$ cat src/rtl/boot_loader.sv
// boot_loader: streams host words into the I-cache boot port, holding the core in reset until the image ends.
// Optional feature macro BOOT_CHECKSUM_EN: a trailing checksum beat must match the running word sum before release.
module boot_loader #(
  parameter int MAX_WORDS = 256
) (
  input  logic        clk,
  input  logic        rst_n,
  input  logic        start,
  input  logic        host_valid,
  input  logic [31:0] host_data,
  input  logic        host_last,
  output logic        host_ready,
  output logic        boot_up,
  output logic [7:0]  boot_addr,
  output logic [31:0] boot_datai,
  output logic        boot_web,
  output logic        boot_done,
  output logic        boot_err,
  output logic [8:0]  word_cnt
);

  typedef enum logic [2:0] {
    S_IDLE,
    S_LOAD,
    S_FLUSH,
`ifdef BOOT_CHECKSUM_EN
    S_CHECK,
`endif
    S_DONE,
    S_ERR
  } state_t;

  state_t      state_q;
  logic        host_ready_q;
  logic        boot_up_q;
  logic        boot_web_q;
  logic        boot_done_q;
  logic        boot_err_q;
  logic [7:0]  boot_addr_q;
  logic [31:0] boot_datai_q;
  logic [8:0]  word_cnt_q;
  logic [8:0]  word_cnt_d;
  logic        accept;
  logic        overflow;
`ifdef BOOT_CHECKSUM_EN
  logic [31:0] sum_q;
`endif

  assign accept     = host_valid && host_ready_q;
  assign word_cnt_d = word_cnt_q + 9'd1;
  // The write address is the count of words already written, so it needs no separate register.
  assign overflow   = (word_cnt_d == 9'(MAX_WORDS));

  always_ff @(posedge clk or negedge rst_n) begin
    if (!rst_n) begin
      state_q      <= S_IDLE;
      host_ready_q <= 1'b0;
      boot_up_q    <= 1'b0;
      boot_web_q   <= 1'b1;
      boot_done_q  <= 1'b0;
      boot_err_q   <= 1'b0;
      boot_addr_q  <= 8'd0;
      boot_datai_q <= 32'd0;
      word_cnt_q   <= 9'd0;
`ifdef BOOT_CHECKSUM_EN
      sum_q        <= 32'd0;
`endif
    end else begin
      boot_web_q <= 1'b1;
      case (state_q)
        S_IDLE, S_DONE, S_ERR: begin
          if (start) begin
            state_q      <= S_LOAD;
            host_ready_q <= 1'b1;
            boot_up_q    <= 1'b1;
            boot_done_q  <= 1'b0;
            boot_err_q   <= 1'b0;
            word_cnt_q   <= 9'd0;
`ifdef BOOT_CHECKSUM_EN
            sum_q        <= 32'd0;
`endif
          end
        end
        S_LOAD: begin
          if (accept) begin
            boot_web_q   <= 1'b0;
            boot_addr_q  <= word_cnt_q[7:0];
            boot_datai_q <= host_data;
            word_cnt_q   <= word_cnt_d;
`ifdef BOOT_CHECKSUM_EN
            sum_q        <= sum_q + host_data;
`endif
            if (host_last) begin
              state_q      <= S_FLUSH;
              host_ready_q <= 1'b0;
            end else if (overflow) begin
              state_q      <= S_ERR;
              host_ready_q <= 1'b0;
              boot_err_q   <= 1'b1;
            end
          end
        end
        S_FLUSH: begin
`ifdef BOOT_CHECKSUM_EN
          state_q      <= S_CHECK;
          host_ready_q <= 1'b1;
`else
          state_q      <= S_DONE;
          boot_up_q    <= 1'b0;
          boot_done_q  <= 1'b1;
`endif
        end
`ifdef BOOT_CHECKSUM_EN
        S_CHECK: begin
          if (accept) begin
            host_ready_q <= 1'b0;
            if (host_data == sum_q) begin
              state_q     <= S_DONE;
              boot_up_q   <= 1'b0;
              boot_done_q <= 1'b1;
            end else begin
              state_q    <= S_ERR;
              boot_err_q <= 1'b1;
            end
          end
        end
`endif
        default: state_q <= S_IDLE;
      endcase
    end
  end

  assign host_ready = host_ready_q;
  assign boot_up    = boot_up_q;
  assign boot_addr  = boot_addr_q;
  assign boot_datai = boot_datai_q;
  assign boot_web   = boot_web_q;
  assign boot_done  = boot_done_q;
  assign boot_err   = boot_err_q;
  assign word_cnt   = word_cnt_q;

endmodule
$ cat config.mk
export PLATFORM = sky130hd
export DESIGN_NAME = boot_loader
export DESIGN_NICKNAME = d
export VERILOG_FILES = /design/src/rtl/boot_loader.sv
export SDC_FILE = /design/constraint.sdc
export NUM_CORES = 1
export LEC_CHECK = 0
export CAP_MARGIN = 20
export CORE_MARGIN = 1
export CORE_UTILIZATION = 40
export DETAILED_ROUTE_END_ITERATION = 16
export PLACE_DENSITY = 0.84
export SYNTH_ARGS = -nofsm -noshare
export SYNTH_HDL_FRONTEND = slang
export SYNTH_SLANG_ARGS = --single-unit
$ cat constraint.sdc
create_clock -name clk -period 1.55 [get_ports clk]
set_input_delay 0.31 -clock clk [delete_from_list [all_inputs] [get_ports clk]]
set_output_delay 0.31 -clock clk [all_outputs]
set_load 0.05 [all_outputs]
==> results.txt <==
In this run the critical register-to-register path is captured at host_ready. In the routed layout, each cell is associated on average with a via count of 4.97. The setup check on the worst reg-to-reg path leaves a slack of -0.09 ns. The count of pins over their slew limit came out at 0.

The tools report the met1 capacity usage during global routing as 25.2%. TritonCTS built the clock tree. The largest voltage drop on the vdd net is 1.56 mV. The tools report the residual antenna-violating net count after detailed routing as 0. 0 antenna diodes ended up in the layout.

STA classifies the critical path startpoint as a flip-flop. Synthesis produced 280 cells. For the worst flop-to-flop path, the logic depth is 5. Number of enable flip-flop cells after synthesis: 0. After global routing, the most crowded layer is met2. The tools report the sequential area share after synthesis as 55.7%.

The synthesized net count was 319; the number of standard-cell rows in the floorplan was 28. Summed over all failing endpoints, the final setup total negative slack is -0.585 ns. The library cell used most frequently in the layout, excluding fill and tap cells, is sky130_fd_sc_hd__nand2_1.

For this run, global-route usage on met3 was measured as 8.78%. Most instantiated flip-flop cell in the synthesis netlist: sky130_fd_sc_hd__dfrtp_1. After clock tree synthesis, the clock-pin slew on the worst setup and hold paths is 0.07 ns.

The number of global-route vias before repair is 2415, and the transition time of the tightest slew-check pin is 0.324 ns. Summed over all cells, the static leakage comes to 2.24 nW. The smallest clock period supported by the final layout is computed as 1.64 ns. For met2 alone, demand over resource in global routing was 37.6%. The width of the die is 82.0 µm, and the simple-gate portion of the synthesized area is 27.2%. Once the floorplan was initialized, standard cells occupied 42.3% of the core.

After synthesis, the mean cell area works out to 9.15 µm². The tools report the startpoint of the most critical register-to-register path as word_cnt[0]. The congestion estimate from routability-driven global placement came to 0.860. STA classifies the critical path endpoint as a flip-flop. For this design the top-level I/O count stands at 91.

The clock tree synthesis step divided the H-tree into 3 levels. Summing the areas of all xor and xnor instances in the mapped netlist gives 0.342% of the synthesized area. The floorplan step defined a die boundary enclosing 6730 µm². During placement, the flow inserted port buffers numbering 90. Dominant combinational cell family by area after synthesis: simple AND/OR/NAND/NOR gates. Number of storage elements in the synthesis netlist: 57. In the final layout, the share of cells above drive strength 1 is 35.0%. Buffer depth of the longest clock path: 2. Across the run, the number of max-cap violations was 0.

Setup repair after global routing could not meet its margin everywhere. The tools report the number of setup violations in the final report as 9. The tools report the first-pass GRT wire length as 11.1 mm.

The clock tree skew after final layout is 0.00813 ns, and the final critical-path share of the clock period is 106%. For this design the ratio of total power to cell area is 2210 nW/µm². The final reports fail on setup timing. The worst setup slack after layout is -0.0931 ns, and the number of instances on the worst hold path is 2.

The count of clock tree sinks was 57; the latest clock arrival within the worst-skew pair was 0.34 ns. The number of clock buffers added by TritonCTS is 9. The core region is 6060 µm². Dividing the detail-routed wire length by the instance count gives 14.5 µm. For this run, design rule violations remaining after detail routing come to 0. The tools report the number of nets at the end of the flow as 451. The die span in y came out at 82.0 µm.

Across all layers, the routed design uses 2446 vias. Maximum fanout along the worst path: 7. In the global route stage, overall resource usage came out at 22.7%.

The logs give 0 for the total count of hold-check failures in the final report and 7.16 mm for the total wirelength of the detailed-routed design. For the worst setup path, the data required time is 1.75 ns. The multi-input gate area in the final layout is 1120 µm².

The tightest min-delay check is of the flip-flop to flip-flop type. In the layout the commonest cells are 129 x sky130_fd_sc_hd__nand2_1, 49 x sky130_fd_sc_hd__dfrtp_1, 47 x sky130_fd_sc_hd__buf_4. Summing the areas of all compound-gate instances in the mapped netlist gives 7.18% of the synthesized area.

The logs give 0 for the number of antenna violations at the first check in global routing and 46 for the number of distinct library cells after synthesis. The fraction of synthesis flops using an asynchronous set or reset pin was 100%. The maximum number of pins on one net before global-route repair came out at 58. The worst setup path is of the flip-flop to flip-flop kind.

The logs give 127 for the DRC marker count from the first detailed-route iteration and 0.609 GHz for the upper clock frequency limit. The endpoint of the worst hold path was boot_datai[30]. Headroom to the max-slew limit came out at 78.1%. The flow ran to the end, but the final reports show violations. The endpoint arrival time on the critical path was 1.85 ns; the adder-cell share of the synthesized area was 0.977%. Summing every instance area after synthesis gives 2560 µm². After synthesis, the share of cell area in mux cells is 4.39%.

The root buffer cell chosen for the clock tree is sky130_fd_sc_hd__clkbuf_8. After filler insertion, the fill cell instance count of the layout stands at 408. The startpoint identified for the worst hold timing path is boot_datai[30]. The register area is 1440 µm², and the final global-route overflow total is 0.

The half-perimeter wire length after placement is 4.94 mm, and the layout overhead on the synthesized area is 80.0%. The number of search-and-repair iterations in the first detailed-routing pass is 4, and the total power after layout is 0.0102 W. During synthesis, Yosys emitted a total of 0 warnings.
[through the flow]
stage,setup slack [ns],instance area (µm²),utilization (%),std cells,hold slack (ns)
after floorplan,-0.0315,2640,-,280,0.0144
after global placement,-0.282,4250,70.1,467,0.335
after detailed placement,-0.311,4250,70.1,467,0.334
after CTS,-0.0813,4520,74.5,485,0.479
after global routing,-0.132,4610,76.1,492,0.495
final,-0.0931,4610,76.1,492,0.484
[sequential cells by signal, summed over array words and instances, names as in the netlist]
| signal | cells |
|---|---|
| host_ready | 1 |
| word_cnt | 9 |
| boot_err | 1 |
| boot_addr | 8 |
| state_q | 3 |
| boot_datai | 32 |
| boot_web | 1 |
| boot_done | 1 |
| boot_up | 1 |
[report_power, final]
group          switching [W]  internal (W)  leakage (nW)  total [W]
registers           0.000599       0.00206         0.712    0.00266
clock network       0.000594      0.000986         0.115    0.00158
logic                0.00320       0.00273          1.42    0.00593
[worst max path at each step]
stage,from,end,slack (ns),depth (start not counted)
3_3_place_gp,host_valid,word_cnt[5],-0.28,6
2_1_floorplan,word_cnt[1],boot_err,-0.03,5
4_1_cts,word_cnt[0],host_ready,-0.08,5
6_report,word_cnt[0],host_ready,-0.09,5
5_1_grt,word_cnt[0],host_ready,-0.13,5
3_5_place_dp,host_valid,word_cnt[5],-0.31,6
[metal layers]
layer  part of all wire, %  vias up  routed length (µm)
met5                     0        -                   0
li1                      -     1186                   -
met3                   7.5       16                 536
met4                   2.0        0                 144
met1                    39     1159                2760
met2                    52       85                3720
[cells in the mapped netlist, drive strengths merged (2+ instances only)]
| master | instances | share of area (%) |
|---|---|---|
| a21oi | 4 | 0.78 |
| a22o | 3 | 1.0 |
| a22oi | 2 | 0.78 |
| a31o | 2 | 0.68 |
| and2 | 2 | 0.49 |
| and3 | 2 | 0.49 |
| buf | 12 | 2.8 |
| clkbuf | 3 | 0.44 |
| dfrtp | 56 | 55 |
| ha | 2 | 0.98 |
| inv | 6 | 0.88 |
| mux2 | 2 | 0.88 |
| mux2i | 9 | 3.5 |
| nand2 | 130 | 19 |
| nand2b | 2 | 0.59 |
| nand3 | 5 | 0.98 |
| nand4 | 2 | 0.49 |
| nor2 | 6 | 0.88 |
| nor3 | 2 | 0.83 |
| o211ai | 2 | 0.59 |
| o21ai | 6 | 1.2 |
| o22ai | 2 | 0.49 |
| or3 | 2 | 0.49 |
[worst max-delay path, cell delays in order, from the launching register on]
cell	delay (ns)
sky130_fd_sc_hd__dfrtp_4	0.54
sky130_fd_sc_hd__ha_4	0.21
sky130_fd_sc_hd__xor2_1	0.16
sky130_fd_sc_hd__nand4_1	0.15
sky130_fd_sc_hd__a22oi_2	0.28
sky130_fd_sc_hd__o211ai_1	0.15
[layout make-up]
type                       count  area share [%]
clock buffer                  11            3.28
clock inverter                 5            1.68
inverter                       6           0.543
multi-input combinational    202            24.2
sequential                    57            31.3
tap                           75            2.03
timing repair buffer         136            37.0
[logic make-up after synthesis]
family,after synthesis
DFF,57
muxes,11
and+or+nand+nor,162
xor gates and xnor gates,1
buffers and inverters,21
adders and majority gates,2
AOI/OAI and AO/OA,26
[repair_timing]
item / 4_1_cts / 5_1_grt
cloned: 0 / 0
setup endpoints to repair: 19 / 51
hold buffers: 1 / 0
endpoints found under the hold margin: 56 / 0
buffers inserted: 1 / 8
resized for setup: 3 / 12
pin swaps: 9 / 6
Note: power is estimated with default switching activity, not from simulation.
